**config.mk**
```make
export PLATFORM = sky130hd
export DESIGN_NAME = key_direction_filter_flat
export DESIGN_NICKNAME = d
export VERILOG_FILES = /design/src/rtl/key_direction_filter_if.sv /design/src/rtl/key_direction_filter.sv /design/src/flat_wrapper.sv
export SDC_FILE = /design/constraint.sdc
export NUM_CORES = 1
export LEC_CHECK = 0
export ABC_AREA = 1
export BUFFER_PORTS_ARGS = -buffer_cell sky130_fd_sc_hd__buf_4
export CORE_MARGIN = 5
export CORE_UTILIZATION = 39
export CTS_BUF_LIST = sky130_fd_sc_hd__clkbuf_2 sky130_fd_sc_hd__clkbuf_4 sky130_fd_sc_hd__clkbuf_8
export CTS_CLUSTER_DIAMETER = 100
export CTS_CLUSTER_SIZE = 25
export DETAILED_ROUTE_END_ITERATION = 10
export PLACE_DENSITY = 0.53
export SYNTH_ARGS = -nofsm -noshare
export SYNTH_HDL_FRONTEND = slang
export SYNTH_SLANG_ARGS = --single-unit
export TNS_END_PERCENT = 20
```
**constraint.sdc**
```tcl
create_clock -name clock -period 1.63 [get_ports clock]
set_input_delay 0.163 -clock clock [delete_from_list [all_inputs] [get_ports clock]]
set_output_delay 0.163 -clock clock [all_outputs]
set_load 0.02 [all_outputs]
```
**src/rtl/key_direction_filter_if.sv**
```systemverilog
`default_nettype none
// -----------------------------------------------------------------------------
// key_direction_filter_if : raw key / busy inputs and move-request outputs
// Rev 1.0
// -----------------------------------------------------------------------------
interface key_direction_filter_if;
  logic [3:0] key_n;
  logic       busy;
  logic [3:0] direction;
  logic       dir_valid;
  logic [7:0] press_count;
  logic [1:0] state_dbg;

  // master: the board/controller side that owns the buttons and busy flag
  modport master (
    output key_n,
    output busy,
    input  direction,
    input  dir_valid,
    input  press_count,
    input  state_dbg
  );

  // slave: the filter itself
  modport slave (
    input  key_n,
    input  busy,
    output direction,
    output dir_valid,
    output press_count,
    output state_dbg
  );
endinterface
`default_nettype wire

```
**src/rtl/key_direction_filter.sv**
```systemverilog
`default_nettype none
// -----------------------------------------------------------------------------
// key_direction_filter : synchronise, debounce and one-shot four direction keys
// Rev 1.0
// -----------------------------------------------------------------------------
module key_direction_filter #(
  parameter int DEBOUNCE_CYCLES = 16,
  parameter int PULSE_CYCLES    = 8,
  parameter int CNT_W           = 20
) (
  input  logic                   clock,
  input  logic                   reset_n,
  key_direction_filter_if.slave  bus
);

  localparam int               TMR_W    = (PULSE_CYCLES > 1) ? $clog2(PULSE_CYCLES) : 1;
  localparam logic [TMR_W-1:0] TMR_LOAD = TMR_W'(PULSE_CYCLES - 1);
  localparam logic [CNT_W-1:0] CNT_LAST = CNT_W'(DEBOUNCE_CYCLES - 1);

  typedef enum logic [1:0] {
    IDLE = 2'b00,
    FIRE = 2'b01,
    HOLD = 2'b10,
    LOCK = 2'b11
  } state_t;

  // Synchroniser flops carry the raw active-low level, so reset loads "released".
  logic [3:0] sync1_q;
  logic [3:0] sync2_q;
  logic [3:0] pressed;
  logic [3:0] stable;

  always_ff @(posedge clock) begin
    if (!reset_n) begin
      sync1_q <= 4'hF;
      sync2_q <= 4'hF;
    end else begin
      sync1_q <= bus.key_n;
      sync2_q <= sync1_q;
    end
  end

  assign pressed = ~sync2_q;

  for (genvar k = 0; k < 4; k++) begin : g_key
    logic [CNT_W-1:0] cnt_q;
    logic [CNT_W-1:0] cnt_d;
    logic             stable_q;
    logic             stable_d;

    always_comb begin
      cnt_d    = '0;
      stable_d = stable_q;
      if (pressed[k] != stable_q) begin
        if (cnt_q == CNT_LAST) begin
          stable_d = pressed[k];
        end else begin
          cnt_d = cnt_q + 1'b1;
        end
      end
    end

    always_ff @(posedge clock) begin
      if (!reset_n) begin
        cnt_q    <= '0;
        stable_q <= 1'b0;
      end else begin
        cnt_q    <= cnt_d;
        stable_q <= stable_d;
      end
    end

    assign stable[k] = stable_q;
  end

  logic any_key;
  logic single_key;

  assign any_key    = |stable;
  assign single_key = any_key && ((stable & (stable - 4'd1)) == 4'd0);

  state_t           state_q;
  logic [TMR_W-1:0] timer_q;
  logic [3:0]       dir_q;
  logic             valid_q;
  logic [7:0]       count_q;

  // Outputs are loaded on the edge entering FIRE and cleared on the edge leaving it,
  // so direction is non-zero for exactly PULSE_CYCLES cycles.
  always_ff @(posedge clock) begin
    if (!reset_n) begin
      state_q <= IDLE;
      timer_q <= '0;
      dir_q   <= '0;
      valid_q <= 1'b0;
      count_q <= '0;
    end else begin
      valid_q <= 1'b0;
      case (state_q)
        IDLE: begin
          if (any_key) begin
            if (single_key && !bus.busy) begin
              state_q <= FIRE;
              dir_q   <= stable;
              valid_q <= 1'b1;
              timer_q <= TMR_LOAD;
              count_q <= count_q + 8'd1;
            end else begin
              state_q <= LOCK;
            end
          end
        end
        FIRE: begin
          if (timer_q == '0) begin
            state_q <= HOLD;
            dir_q   <= '0;
          end else begin
            timer_q <= timer_q - 1'b1;
          end
        end
        HOLD, LOCK: begin
          if (!any_key) begin
            state_q <= IDLE;
          end
        end
        default: begin
          state_q <= IDLE;
          dir_q   <= '0;
        end
      endcase
    end
  end

  assign bus.direction   = dir_q;
  assign bus.dir_valid   = valid_q;
  assign bus.press_count = count_q;
  assign bus.state_dbg   = state_q;

endmodule
`default_nettype wire

```
**src/flat_wrapper.sv**
```systemverilog
// flat-port wrapper written by rule: the top's interface ports become plain ports
module key_direction_filter_flat 
#(
  parameter int DEBOUNCE_CYCLES = 16,
  parameter int PULSE_CYCLES    = 8,
  parameter int CNT_W           = 20
)
  (clock, reset_n, bus_key_n, bus_busy, bus_direction, bus_dir_valid, bus_press_count, bus_state_dbg);
  key_direction_filter_if bus_i ();
  input  logic clock;
  input  logic reset_n;
  input wire logic [$bits(bus_i.key_n)-1:0] bus_key_n;
  input wire logic [$bits(bus_i.busy)-1:0] bus_busy;
  output wire logic [$bits(bus_i.direction)-1:0] bus_direction;
  output wire logic [$bits(bus_i.dir_valid)-1:0] bus_dir_valid;
  output wire logic [$bits(bus_i.press_count)-1:0] bus_press_count;
  output wire logic [$bits(bus_i.state_dbg)-1:0] bus_state_dbg;
  assign bus_i.key_n = bus_key_n;
  assign bus_i.busy = bus_busy;
  assign bus_direction = bus_i.direction;
  assign bus_dir_valid = bus_i.dir_valid;
  assign bus_press_count = bus_i.press_count;
  assign bus_state_dbg = bus_i.state_dbg;
  key_direction_filter #(.DEBOUNCE_CYCLES(DEBOUNCE_CYCLES), .PULSE_CYCLES(PULSE_CYCLES), .CNT_W(CNT_W)) u_core (.clock(clock), .reset_n(reset_n), .bus(bus_i));
endmodule
```
# After elaboration in Yosys (flattened, before gate mapping)
# Index checks and enable logic that the tools add are counted.
# op_classes
n_reduce_logical	22
n_lt_le_gt_ge	0
n_mul	0
n_eq_ne	16
addsub	7
n_bitwise	7
mux	14
shift	0
n_div	0
# ops
cell	count
adder 20 x 1 -> 20 bit (second input constant)	4
equality test 20 x 4 -> 1 bit (second input constant)	4
2-to-1 mux 4 bit	3
OR reduction 3 bit	4
2-to-1 mux 3 bit	3
AND reduction 3 bit	3
adder 8 x 1 -> 8 bit (second input constant)	1
2-to-1 mux 2 bit	4
case mux 4 bit (2 select lines)	1
AND reduction 2 bit	4
AND reduction 4 bit	2
inequality test 2 x 1 -> 1 bit (second input constant)	3
case mux 2 bit (3 select lines)	1
case mux 3 bit (2 select lines)	1
NOT 1 bit	5
bitwise AND 4 bit	1
equality test 2 bit (second input constant)	2
zero test 4 bit	1
inequality test 1 bit	4
inequality test 2 bit (second input constant)	2
NOT 4 bit	1
OR reduction 4 bit	1
subtractor 4 x 1 -> 4 bit (second input constant)	1
zero test 3 bit	1
other kinds (8)	9
# word_totals
memories	0
ram_bits	0
reg_bits	110
latchBits	0
mem_bits_ro	0
word_cells	81

# Longest topological paths before layout
# logic_depth
depth_word	8
depth_mapped	10

# Worst setup path after synthesis
# Ideal clock, no wire load.
# synth_path
path_type	reg-to-reg
start	register u_core.g_key[2].cnt_q[0]
end	register u_core.g_key[2].cnt_q[2]
path_slack_ns	0.178
path_stages_with_launch	10
synth_period_minus_slack_ns	1.452
arrival_time_ns	1.335
cell_sequence	dfxtp_1 ha_1 nand2_2 nor2_2 inv_2 nor2_2 nand3_2 nand2_2 buf_6 nor3b_2
# synth_via
elab_chain_cells	2
# synth_rtl
item	line	source
start: declaration	key_direction_filter.sv:46	logic [CNT_W-1:0] cnt_q;
start signal: assignment	key_direction_filter.sv:68	cnt_q <= cnt_d;
parallel branches: the longest is 2 deep, another holds adder 20 x 1 -> 20 bit	n/a	
# Parallel ways; which one is timed is not known.
# A chain may end at the register's enable or synchronous reset.

# Final worst setup path
# layout_path
start	register u_core.g_key[3].cnt_q[0]
end	register u_core.g_key[3].cnt_q[13]
# layout_via
elab_chain_cells	2
# layout_rtl
item	line
start: declaration	key_direction_filter.sv:46
start signal: assignment	key_direction_filter.sv:68
parallel branches: the longest is 2 deep, another holds adder 20 x 1 -> 20 bit	n/a
# Parallel ways; which one is timed is not known.

==> impl_metrics.json <==
{
  "status": "complete, no violations",
  "start_util_pct": 39.9,
  "htree_levels": 3,
  "worst-setup-path-type": "reg2reg",
  "critical_path_endpoint_category": "register",
  "synth_area_per_cell_um2": 7.11,
  "route.vias.total": 4912,
  "fp-row-count": 43,
  "cts.sinks": 110,
  "timing.clock.skew_ps": 11.2,
  "dpl-instance-area_mm2": 0.00600,
  "finalCriticalPeriod_ps": 1540,
  "numCtsBuffers": 9,
  "total_non_filler_cell_area_in_the_finished_layout_mm2": 0.00632,
  "vias_per_cell": 4.88,
  "layout.cells.most_common_list": "sky130_fd_sc_hd__nand2_1 (164), sky130_fd_sc_hd__dfxtp_1 (106), sky130_fd_sc_hd__inv_1 (99)",
  "synth_fp_nets": 800,
  "worst_slack_at_placement_ps": 83.1,
  "layout_worst_path_cycle_share_pct": 94.6,
  "detail_route.wirelength_um": 12000,
  "cts_root_buf": "sky130_fd_sc_hd__clkbuf_8",
  "synth_largest_type_area_fraction_pct": 39.4,
  "numPortBuffers": 21,
  "total_standard_cell_area_after_synthesis_mm2": 0.00559,
  "drt_pre_antenna_iters": 5,
  "die_height_um": 130,
  "grt_usage_pct": 15.2,
  "worst_setup_hold_path_clk_slew_ps": 100,
  "slew_viol_final": 0,
  "dr.first_iter.drc_count": 274,
  "drc": 0,
  "setup-tns-final_ps": 0,
  "type_of_element_launching_the_critical_path": "register",
  "static_leak_nw": 2.10,
  "timing.final.hold_violations": 0,
  "die_area_mm2": 0.0168,
  "routedWlPerCell_um": 12.0,
  "power_per_cell_area_mw_per_mm2": 719,
  "floorplan.io_pins": 22,
  "cts_max_path_buffers": 2,
  "antenna_found_initial": 0,
  "globalplace.congestion": 0.879,
  "timing_worst_slew_pin_value_ps": 616,
  "antenna_cells_inserted": 0,
  "reg2reg_setup_slack_ps": 90,
  "worst-endpoint-arrival_ps": 1820,
  "finalNetCount": 835,
  "critical_path_rt_ps": 1910,
  "clock.fmax_mhz": 649,
  "ys_warn_count": 0,
  "synth_seq_cells": 110,
  "post-synth-top-area-cell": "sky130_fd_sc_hd__dfxtp_1",
  "synth_cell_type_count": 33,
  "first_global_vias": 4653,
  "cts_tree": "done",
  "mostFrequentLayoutCell": "sky130_fd_sc_hd__nand2_1",
  "synth_top_cells_by_area": "sky130_fd_sc_hd__dfxtp_1 (39%), sky130_fd_sc_hd__nand2_1 (11%), sky130_fd_sc_hd__inv_1 (6.7%)",
  "fp.coreArea_mm2": 0.0140,
  "globalRoute.totalOverflow": 0,
  "final-setup-viol-count": 0,
  "max_cap_violations": 0,
  "post-dp-hpwl_um": 9020,
  "grt_pass1_wl_um": 21100,
  "synth_cells": 786,
  "min_path_type": "in2reg",
  "layout_cell_share_with_drive_strength_beyond_1_pct": 16.5,
  "finalWorstSetupSlack_ps": 88.2,
  "ant_nets": 0,
  "ys_seq_area_share_pct": 39.4,
  "insertion_delay_ps": 380,
  "grt_start_max_net_pins": 21,
  "die_w_um": 130,
  "vdd_drop_max_v": 0.000609,
  "worst_path_fanout_max": 10,
  "slew_headroom_pct": 58.9,
  "fin_util_pct": 45.2,
  "syn2layout_area_growth_pct": 13.1
}
## cell usage after synthesis, drive strengths merged
| library cell | instances |
|---|---|
| inv | 108 |
| xnor2 | 6 |
| ha | 7 |
| xor2 | 18 |
| nor2 | 124 |
| buf | 8 |
| nand4 | 47 |
| nor3 | 25 |
| dfxtp | 110 |
| nor3b | 6 |
| and2 | 1 |
| nor4 | 1 |
| nand2 | 171 |
| o2111ai | 1 |
| clkbuf | 3 |
| o21ai | 18 |
| nand3 | 58 |
| and3 | 1 |
| or2 | 13 |
| a21oi | 60 |
## path summary, 6_finish.rpt
path / start / end / depth (start not counted)
setup / recovery: u_core.g_key[3].cnt_q[0]$_SDFF_PP0_ / u_core.g_key[3].cnt_q[13]$_SDFF_PP0_ / 9
hold / removal: reset_n / u_core.bus.press_count[2]$_SDFFE_PN0P_ / 3
setup reg to reg: u_core.g_key[3].cnt_q[0]$_SDFF_PP0_ / u_core.g_key[3].cnt_q[13]$_SDFF_PP0_ / 9
hold reg to reg: u_core.sync1_q[0]$_SDFF_PN1_ / u_core.sync2_q[0]$_SDFF_PN1_ / 1
## power breakdown
part	internal [mW]	switching [mW]
clock network	0.818	0.928
logic	0.0433	0.0496
registers	2.70	0.00659
## sequential cells by signal, indices dropped and copies added, names as in the netlist
signal,flops
u_core.g_key.stable_q,4
u_core.bus.state_dbg,2
u_core.sync1_q,4
u_core.g_key.cnt_q,80
u_core.sync2_q,4
u_core.bus.dir_valid,1
u_core.bus.direction,4
u_core.timer_q,3
u_core.bus.press_count,8
## metal layers
metal	GRT usage, %	vias to the layer above	wire length, µm
met5	0	-	0
met4	4.40	0	165
met3	3.72	15	435
met1	19.7	2222	5740
li1	-	2603	-
met2	25.1	72	5690
## critical path, stage by stage (launching register included)
cell and delay [ps]:
sky130_fd_sc_hd__dfxtp_2 350, sky130_fd_sc_hd__ha_2 200, sky130_fd_sc_hd__nand2_1 100, sky130_fd_sc_hd__nor2_2 170
sky130_fd_sc_hd__inv_2 70, sky130_fd_sc_hd__nor2_4 100, sky130_fd_sc_hd__nand3_2 120, sky130_fd_sc_hd__nand2_4 130
sky130_fd_sc_hd__clkbuf_16 160, sky130_fd_sc_hd__a21oi_1 40
## layout make-up
type	instances	area [µm²]
Timing Repair Buffer	35	340
Tap cell	180	225
Fill cell	1437	7670
Clock buffer	12	159
Inverter	108	405
Sequential cell	110	2210
Multi-Input combinational cell	557	2930
Clock inverter	4	55.1
## stage by stage
stage / power [mW] / hold slack [ps] / instances
final: 4.54 / 97.3 / 1006
after global routing: 4.75 / 72.7 / 1006
after detailed placement: 2.85 / 355 / 984
after floorplan: 2.82 / 270 / 786
after global placement: 2.85 / 350 / 984
after CTS: 4.62 / 74.2 / 1004
## logic make-up after synthesis
kind of cell | share of synthesized area (%)
xor gates and xnor gates | 3.76
DFF | 39.4
and+or+nand+nor | 38.9
adders and majority gates | 1.57
buffers and inverters | 8.62
AOI/OAI and AO/OA | 7.75
## repair_timing
action / 4_1_cts / 5_1_grt
setup buffers: 0 / 1
endpoints found under the hold margin: 4 / 0
resized for setup: 0 / 11
hold buffers: 4 / 0
setup endpoints to repair: 0 / 55
Power figures use the tool's default switching activity.
